### config.mk
export PLATFORM = sky130hd
export DESIGN_NAME = addsub_arbiter
export DESIGN_NICKNAME = d
export VERILOG_FILES = /design/src/rtl/addsub_pkg.sv /design/src/rtl/addsub_core.sv /design/src/rtl/addsub_arbiter.sv
export SDC_FILE = /design/constraint.sdc
export NUM_CORES = 1
export LEC_CHECK = 0
export CAP_MARGIN = 0
export CELL_PAD_IN_SITES_DETAIL_PLACEMENT = 1
export CELL_PAD_IN_SITES_GLOBAL_PLACEMENT = 2
export CORE_ASPECT_RATIO = 1.75
export CORE_MARGIN = 5
export CORE_UTILIZATION = 29
export DETAILED_ROUTE_END_ITERATION = 16
export HOLD_SLACK_MARGIN = 0.03
export PLACE_DENSITY = 0.79
export SETUP_SLACK_MARGIN = 0.5
export SLEW_MARGIN = 20
export SYNTH_ARGS = -nofsm -noshare
export SYNTH_HDL_FRONTEND = slang
export SYNTH_HIERARCHICAL = 1
export SYNTH_SLANG_ARGS = --single-unit
### constraint.sdc
create_clock -name clk -period 2.1 [get_ports clk]
set_input_delay 0.315 -clock clk [delete_from_list [all_inputs] [get_ports clk]]
set_output_delay 0.315 -clock clk [all_outputs]
set_load 0.05 [all_outputs]
### src/rtl/addsub_pkg.sv
// Shared constants for the arbitrated add/subtract unit: FSM encoding, op codes, default width.
package addsub_pkg;
  localparam int WIDTH_DEF = 6;

  typedef enum logic [1:0] {
    IDLE = 2'd0,
    EXEC = 2'd1,
    HOLD = 2'd2
  } state_e;

  localparam logic OP_ADD = 1'b0;
  localparam logic OP_SUB = 1'b1;
endpackage

### src/rtl/addsub_core.sv
// Combinational WIDTH-bit adder/subtractor; subtract is A + ~B + 1, so carry=1 means no borrow.
// Optional signed-overflow flag when ADDSUB_OVF_EN is defined.
module addsub_core
  import addsub_pkg::*;
#(
  parameter int WIDTH = WIDTH_DEF
) (
  input  logic [WIDTH-1:0] a_i,
  input  logic [WIDTH-1:0] b_i,
  input  logic             sub_i,
  output logic [WIDTH-1:0] sum_o,
  output logic             carry_o
`ifdef ADDSUB_OVF_EN
  ,
  output logic             ovf_o
`endif
);

  logic [WIDTH-1:0] b_eff;
  logic [WIDTH:0]   total;

  always_comb begin
    b_eff = (sub_i == OP_SUB) ? ~b_i : b_i;
    total = {1'b0, a_i} + {1'b0, b_eff} + {{WIDTH{1'b0}}, sub_i};
  end

  assign sum_o   = total[WIDTH-1:0];
  assign carry_o = total[WIDTH];

`ifdef ADDSUB_OVF_EN
  // Overflow: like-signed operands (after B inversion) producing an opposite-signed result.
  assign ovf_o = (a_i[WIDTH-1] == b_eff[WIDTH-1]) && (sum_o[WIDTH-1] != a_i[WIDTH-1]);
`endif

endmodule

### src/rtl/addsub_arbiter.sv
// Round-robin arbiter sharing one addsub_core between two requesters, one operation in flight.
// Optional out_ovf port enabled by defining ADDSUB_OVF_EN.
module addsub_arbiter
  import addsub_pkg::*;
#(
  parameter int WIDTH = WIDTH_DEF
) (
  input  logic             clk,
  input  logic             reset,
  input  logic             req0_valid,
  output logic             req0_ready,
  input  logic [WIDTH-1:0] req0_a,
  input  logic [WIDTH-1:0] req0_b,
  input  logic             req0_sub,
  input  logic             req1_valid,
  output logic             req1_ready,
  input  logic [WIDTH-1:0] req1_a,
  input  logic [WIDTH-1:0] req1_b,
  input  logic             req1_sub,
  output logic             out_valid,
  input  logic             out_ready,
  output logic [WIDTH-1:0] out_result,
  output logic             out_carry,
  output logic             out_id
`ifdef ADDSUB_OVF_EN
  ,
  output logic             out_ovf
`endif
);

  state_e           state_q, state_d;
  logic             ptr_q;
  logic [WIDTH-1:0] a_q, b_q;
  logic             sub_q, id_q;
  logic             out_valid_q, out_carry_q, out_id_q;
  logic [WIDTH-1:0] out_result_q;
  logic             grant_vld, grant_id, accept;
  logic [WIDTH-1:0] core_sum;
  logic             core_carry;

  always_comb begin
    grant_vld = req0_valid | req1_valid;
    grant_id  = (req0_valid && req1_valid) ? ptr_q : req1_valid;
    accept    = (state_q == IDLE) && !reset && grant_vld;
  end

  assign req0_ready = accept && !grant_id;
  assign req1_ready = accept && grant_id;

  always_comb begin
    state_d = state_q;
    case (state_q)
      IDLE:    if (accept) state_d = EXEC;
      EXEC:    state_d = HOLD;
      HOLD:    if (out_ready) state_d = IDLE;
      default: state_d = IDLE;
    endcase
  end

  // Operand capture is data only; it is qualified by accept, which is already low in reset.
  always_ff @(posedge clk) begin
    if (accept) begin
      a_q   <= grant_id ? req1_a : req0_a;
      b_q   <= grant_id ? req1_b : req0_b;
      sub_q <= grant_id ? req1_sub : req0_sub;
      id_q  <= grant_id;
    end
  end

`ifdef ADDSUB_OVF_EN
  logic core_ovf, out_ovf_q;
`endif

  addsub_core #(.WIDTH(WIDTH)) u_core (
    .a_i     (a_q),
    .b_i     (b_q),
    .sub_i   (sub_q),
    .sum_o   (core_sum),
    .carry_o (core_carry)
`ifdef ADDSUB_OVF_EN
    ,
    .ovf_o   (core_ovf)
`endif
  );

  always_ff @(posedge clk) begin
    if (reset) begin
      state_q      <= IDLE;
      ptr_q        <= 1'b0;
      out_valid_q  <= 1'b0;
      out_result_q <= '0;
      out_carry_q  <= 1'b0;
      out_id_q     <= 1'b0;
`ifdef ADDSUB_OVF_EN
      out_ovf_q    <= 1'b0;
`endif
    end else begin
      state_q <= state_d;
      if (accept) ptr_q <= ~grant_id;
      if (state_q == EXEC) begin
        out_valid_q  <= 1'b1;
        out_result_q <= core_sum;
        out_carry_q  <= core_carry;
        out_id_q     <= id_q;
`ifdef ADDSUB_OVF_EN
        out_ovf_q    <= core_ovf;
`endif
      end else if (state_q == HOLD && out_ready) begin
        out_valid_q <= 1'b0;
      end
    end
  end

  assign out_valid  = out_valid_q;
  assign out_result = out_result_q;
  assign out_carry  = out_carry_q;
  assign out_id     = out_id_q;
`ifdef ADDSUB_OVF_EN
  assign out_ovf    = out_ovf_q;
`endif

endmodule

======== After elaboration in Yosys (flattened, before gate mapping) ========
Cells that the tools add are included.
Widths: inputs -> output; s select.
word-level totals
  memories kept ........................... 0
  input bits .............................. 31
  bits in registers ....................... 26
  logic and storage cells ................. 40
  bits in read-only memories .............. 0
  memory bits (writable) .................. 0
  bits in latches ......................... 0
operators by class
  div/mod/pow operators ................... 0
  reduce and logical (&&, ||, !) cells .... 11
  bitwise gates (word level) .............. 3
  $lt $le $gt $ge ......................... 0
  multiplexer cells ....................... 10
  equal/unequal tests ..................... 4
  shifts and indexed selects .............. 0
  $mul .................................... 0
  add/sub/neg operators ................... 2
operator list
  cell                count
  $mux 6              3
  $add 6x6->7         1
  $add 7x1->7         1
  $logic_and 1x1->1   6
  $not 6->6           1
  $pmux 2 s3          1
  $mux 1              4
  $mux 2              2
  $ne 2x2->1 const B  2
  $eq 2x1->1 const B  1
  $eq 2x2->1 const B  1
  $logic_not 1->1     2
  $logic_not 2->1     1
  $reduce_and 2->1    1
  $reduce_bool 2->1   1
  $not 1->1           1
  $or 1x1->1          1

======== Depth between registers and ports, before layout ========
  depth in word-level cells ............... 5
  gate-level depth with buffers ........... 9

======== Hierarchy ========
Netlist, hierarchy kept.
modules (own cells, without submodules)
  module          cells an instance  area each (µm²)  seq. area each (µm²)  instances
  addsub_arbiter  86                 1,092.3          660.6                 1
  addsub_core     38                 319.1            0.0                   1

======== Worst setup path before layout ========
OpenSTA, ideal clock, no wires.
  kind .................................... register -> output
  from .................................... reg ptr_q
  to ...................................... out req1_ready
  stages on the path, launching flop included .. 4
  arrival ................................. 2.102 ns
  path slack .............................. -0.317 ns
  cells stage by stage .................... dfxtp_1 -> o21ai_4 -> buf_12 -> nor4_1
between the ends
  cells in the longest elaborated chain, start to end .. 2
ends and longest elaborated chain
  element                 RTL line              text
  from (decl)             addsub_arbiter.sv:32  logic ptr_q;
  from (signal assigned)  addsub_arbiter.sv:99  if (accept) ptr_q <= ~grant_id;
  $mux 1                  addsub_arbiter.sv:43  grant_id = (req0_valid && req1_valid) ? ptr_q : req1_valid;
  $logic_and 1x1->1       addsub_arbiter.sv:48  assign req1_ready = accept && grant_id;
  to (decl)               addsub_arbiter.sv:16  output logic req1_ready,
Every way passes these cells.

======== Worst setup path after layout ========
  from .................................... reg b_q[0]
  to ...................................... reg out_result_q[4] (netlist: out_result[4])
between the ends
  cells in the longest elaborated chain, start to end .. 4
ends and longest elaborated chain
  element                 RTL line               text
  from (decl)             addsub_arbiter.sv:33   logic [WIDTH-1:0] a_q, b_q;
  from (signal assigned)  addsub_arbiter.sv:64   b_q <= grant_id ? req1_b : req0_b;
  $not 6->6               addsub_core.sv:23      b_eff = (sub_i == OP_SUB) ? ~b_i : b_i;
  $mux 6 *                addsub_core.sv:23
  $add 6x6->7 *           addsub_core.sv:24      total = {1'b0, a_i} + {1'b0, b_eff} + {{WIDTH{1'b0}}, sub_i};
  $add 7x1->7 *           addsub_core.sv:24
  net core_sum[4]         addsub_arbiter.sv:38   logic [WIDTH-1:0] core_sum;
  to (signal assigned)    addsub_arbiter.sv:102  out_result_q <= core_sum;
  to (decl)               addsub_arbiter.sv:36   logic [WIDTH-1:0] out_result_q;
Mark *: on every way through the listed nets, which the timed path passes. The rest lies on a longest branch.
A chain may end at the register's enable or synchronous reset.

==> impl_metrics.json <==
{
  "outcome": "completed",
  "setup_viol": 0,
  "startpoint_type": "flop",
  "numCtsBuffers": 3,
  "slew_headroom": 0.622,
  "drive_gt1_frac": 0.344,
  "synth-edff-count": 14,
  "multi_input_area_um2": 835,
  "timing.final.crit_period_ps": 1980,
  "ys.flop_type": "edfxtp_1",
  "die-area_mm2": 0.00642,
  "rsz0062_at_grt": "true",
  "async_reset_ff_frac": 0,
  "finalWirelength_mm": 3.64,
  "wl_per_cell_um": 15.7,
  "yosysWarnings": 6,
  "end_kind": "flop",
  "gp_congestion": 0.761,
  "diodes": 0,
  "hpwl_mm": 2.75,
  "first_global_vias": 1273,
  "syn-num-nets": 162,
  "ys_ff_latch": 26,
  "route.vias.total": 1146,
  "regArea_um2": 667,
  "crit_type": "flop to flop",
  "syn2layout_area_growth_pct": 55.9,
  "clock_latency_ps": 280,
  "num-nets-final": 219,
  "crit_fanout": 2,
  "setup_tns_ps": 0,
  "hold_viol": 0,
  "finalPower_mw": 1.57,
  "final_cell_mix": "27 x clkdlybuf4s50_1, 18 x nand2_1, 14 x edfxtp_1",
  "period_share": 0.942,
  "grt_max_degree": 16,
  "drt-initial-drc-count": 14,
  "clock-sinks": 26,
  "num_rows": 33,
  "clkTransAtPathRegs_ps": 100,
  "nFillCells": 517,
  "clock.fmax_mhz": 505,
  "crit_required_ps": 2320,
  "die_h_um": 102,
  "synth.avg_cell_area_um2": 11.4,
  "htreeDepth": 1,
  "fin_worst_skew_ps": 11.8,
  "fp.dieW_um": 62.7,
  "worst-slew-pin-transition_ps": 566,
  "mostFrequentLayoutCell": "clkdlybuf4s50_1",
  "netlist_area_mm2": 0.00141,
  "postCtsHoldBufs": 0,
  "met1Wirelength_mm": 1.21,
  "ys_types": 39,
  "holdCritPathClass": "flop to flop",
  "cts_tree": "built",
  "maxSlewViolCount": 0,
  "worstPathArrival_ps": 2200,
  "drv_cap": 0,
  "via_per_inst": 4.94,
  "vdd_ir_drop_max_v": 0.000365,
  "yosysSeqAreaShare": 0.468,
  "leakage_nw": 0.877,
  "drcViolationCount": 0,
  "antenna_found_initial": 0,
  "route.met2.wl_mm": 2.15,
  "dr.pass1.iters": 2,
  "cts_root_buf": "clkbuf_8",
  "io_buffers": 41,
  "ioPinCount": 42,
  "grt_overflow": 0,
  "grt_pass1_wl_mm": 5.61,
  "core_area_mm2": 0.00471,
  "track_usage": 0.111,
  "ant_nets": 0,
  "clockBufferDepth": 2,
  "p_per_area_mw_per_mm2": 715,
  "synthCells": 124,
  "start_util": 0.300,
  "wl_met3_um": 136,
  "highest_layer": "met4"
}
[power by group]
group / internal (mW) / switching (mW) / leakage [nW]
Clock: 0.208 / 0.166 / 0.0339
Sequential: 0.588 / 0.0345 / 0.231
Combinational: 0.285 / 0.293 / 0.612
[cell usage after synthesis (3+ instances only)]
master    count  share of area
inv_1         3         0.0080
mux2_4        8          0.085
edfxtp_1     14           0.30
ha_1          6          0.053
a21oi_1      13          0.046
mux2_2        5          0.040
dfxtp_1      12           0.17
xor2_1        8          0.050
nand2_1      19          0.051
[cell families after synthesis]
kind of cell    share of synthesized area
fa+ha+maj                          0.0674
flops                               0.468
mux                                 0.135
xor+xnor                           0.0559
buf+inv                            0.0425
compound gates                      0.126
simple gates                        0.106
[through the flow]
step	worst slack [ps]	hold WS [ps]	utilization	std cells	area, um^2
after floorplan	357	387	-	124	1450
after global placement	136	444	0.410	216	1930
after detailed placement	23.8	462	0.410	216	1930
after CTS	120	471	0.443	226	2080
after global routing	41.9	472	0.467	232	2200
final	121	464	0.467	232	2200
[sequential cells by signal, summed over array words and instances (netlist names)]
signal / flops
a_q: 6
id_q: 1
state_q: 2
sub_q: 1
out_result: 6
ptr_q: 1
b_q: 6
out_carry: 1
out_id: 1
out_valid: 1
[critical path: stages (launching register included)]
cell and delay [ps]:
edfxtp_1 460, mux2i_4 290, inv_2 60, fa_2 370, buf_6 130, a21o_1 150
a21oi_2 140, xnor2_1 120, nand2_1 60, a21oi_1 140
[layout make-up]
type                            instances  share of cell area
Clock buffer                            4              0.0301
Inverter                                4             0.00683
Multi-Input combinational cell         89               0.379
Sequential cell                        26               0.303
Tap cell                               52              0.0296
Timing Repair Buffer                   57               0.251
[repair_timing]
action,CTS,global route
buffers inserted,6,6
gates resized for setup,24,15
pin swaps,7,9
setup endpoints to repair,17,8
[final timing paths]
kind | startpoint | to | slack (ps) | cells after the start
setup / recovery | b_q[0] | out_result[4] | 120 | 9
hold / removal | out_id | out_id | 460 | 2
setup reg to reg | b_q[0] | out_result[4] | 120 | 9
hold reg to reg | out_id | out_id | 460 | 2
[metal layers]
layer / up-vias / track usage
met5: - / 0
li1: 551 / -
met3: 11 / 0.0187
met4: 0 / 0.0801
met2: 30 / 0.226
met1: 554 / 0.0928
Power figures use the tool's default switching activity.
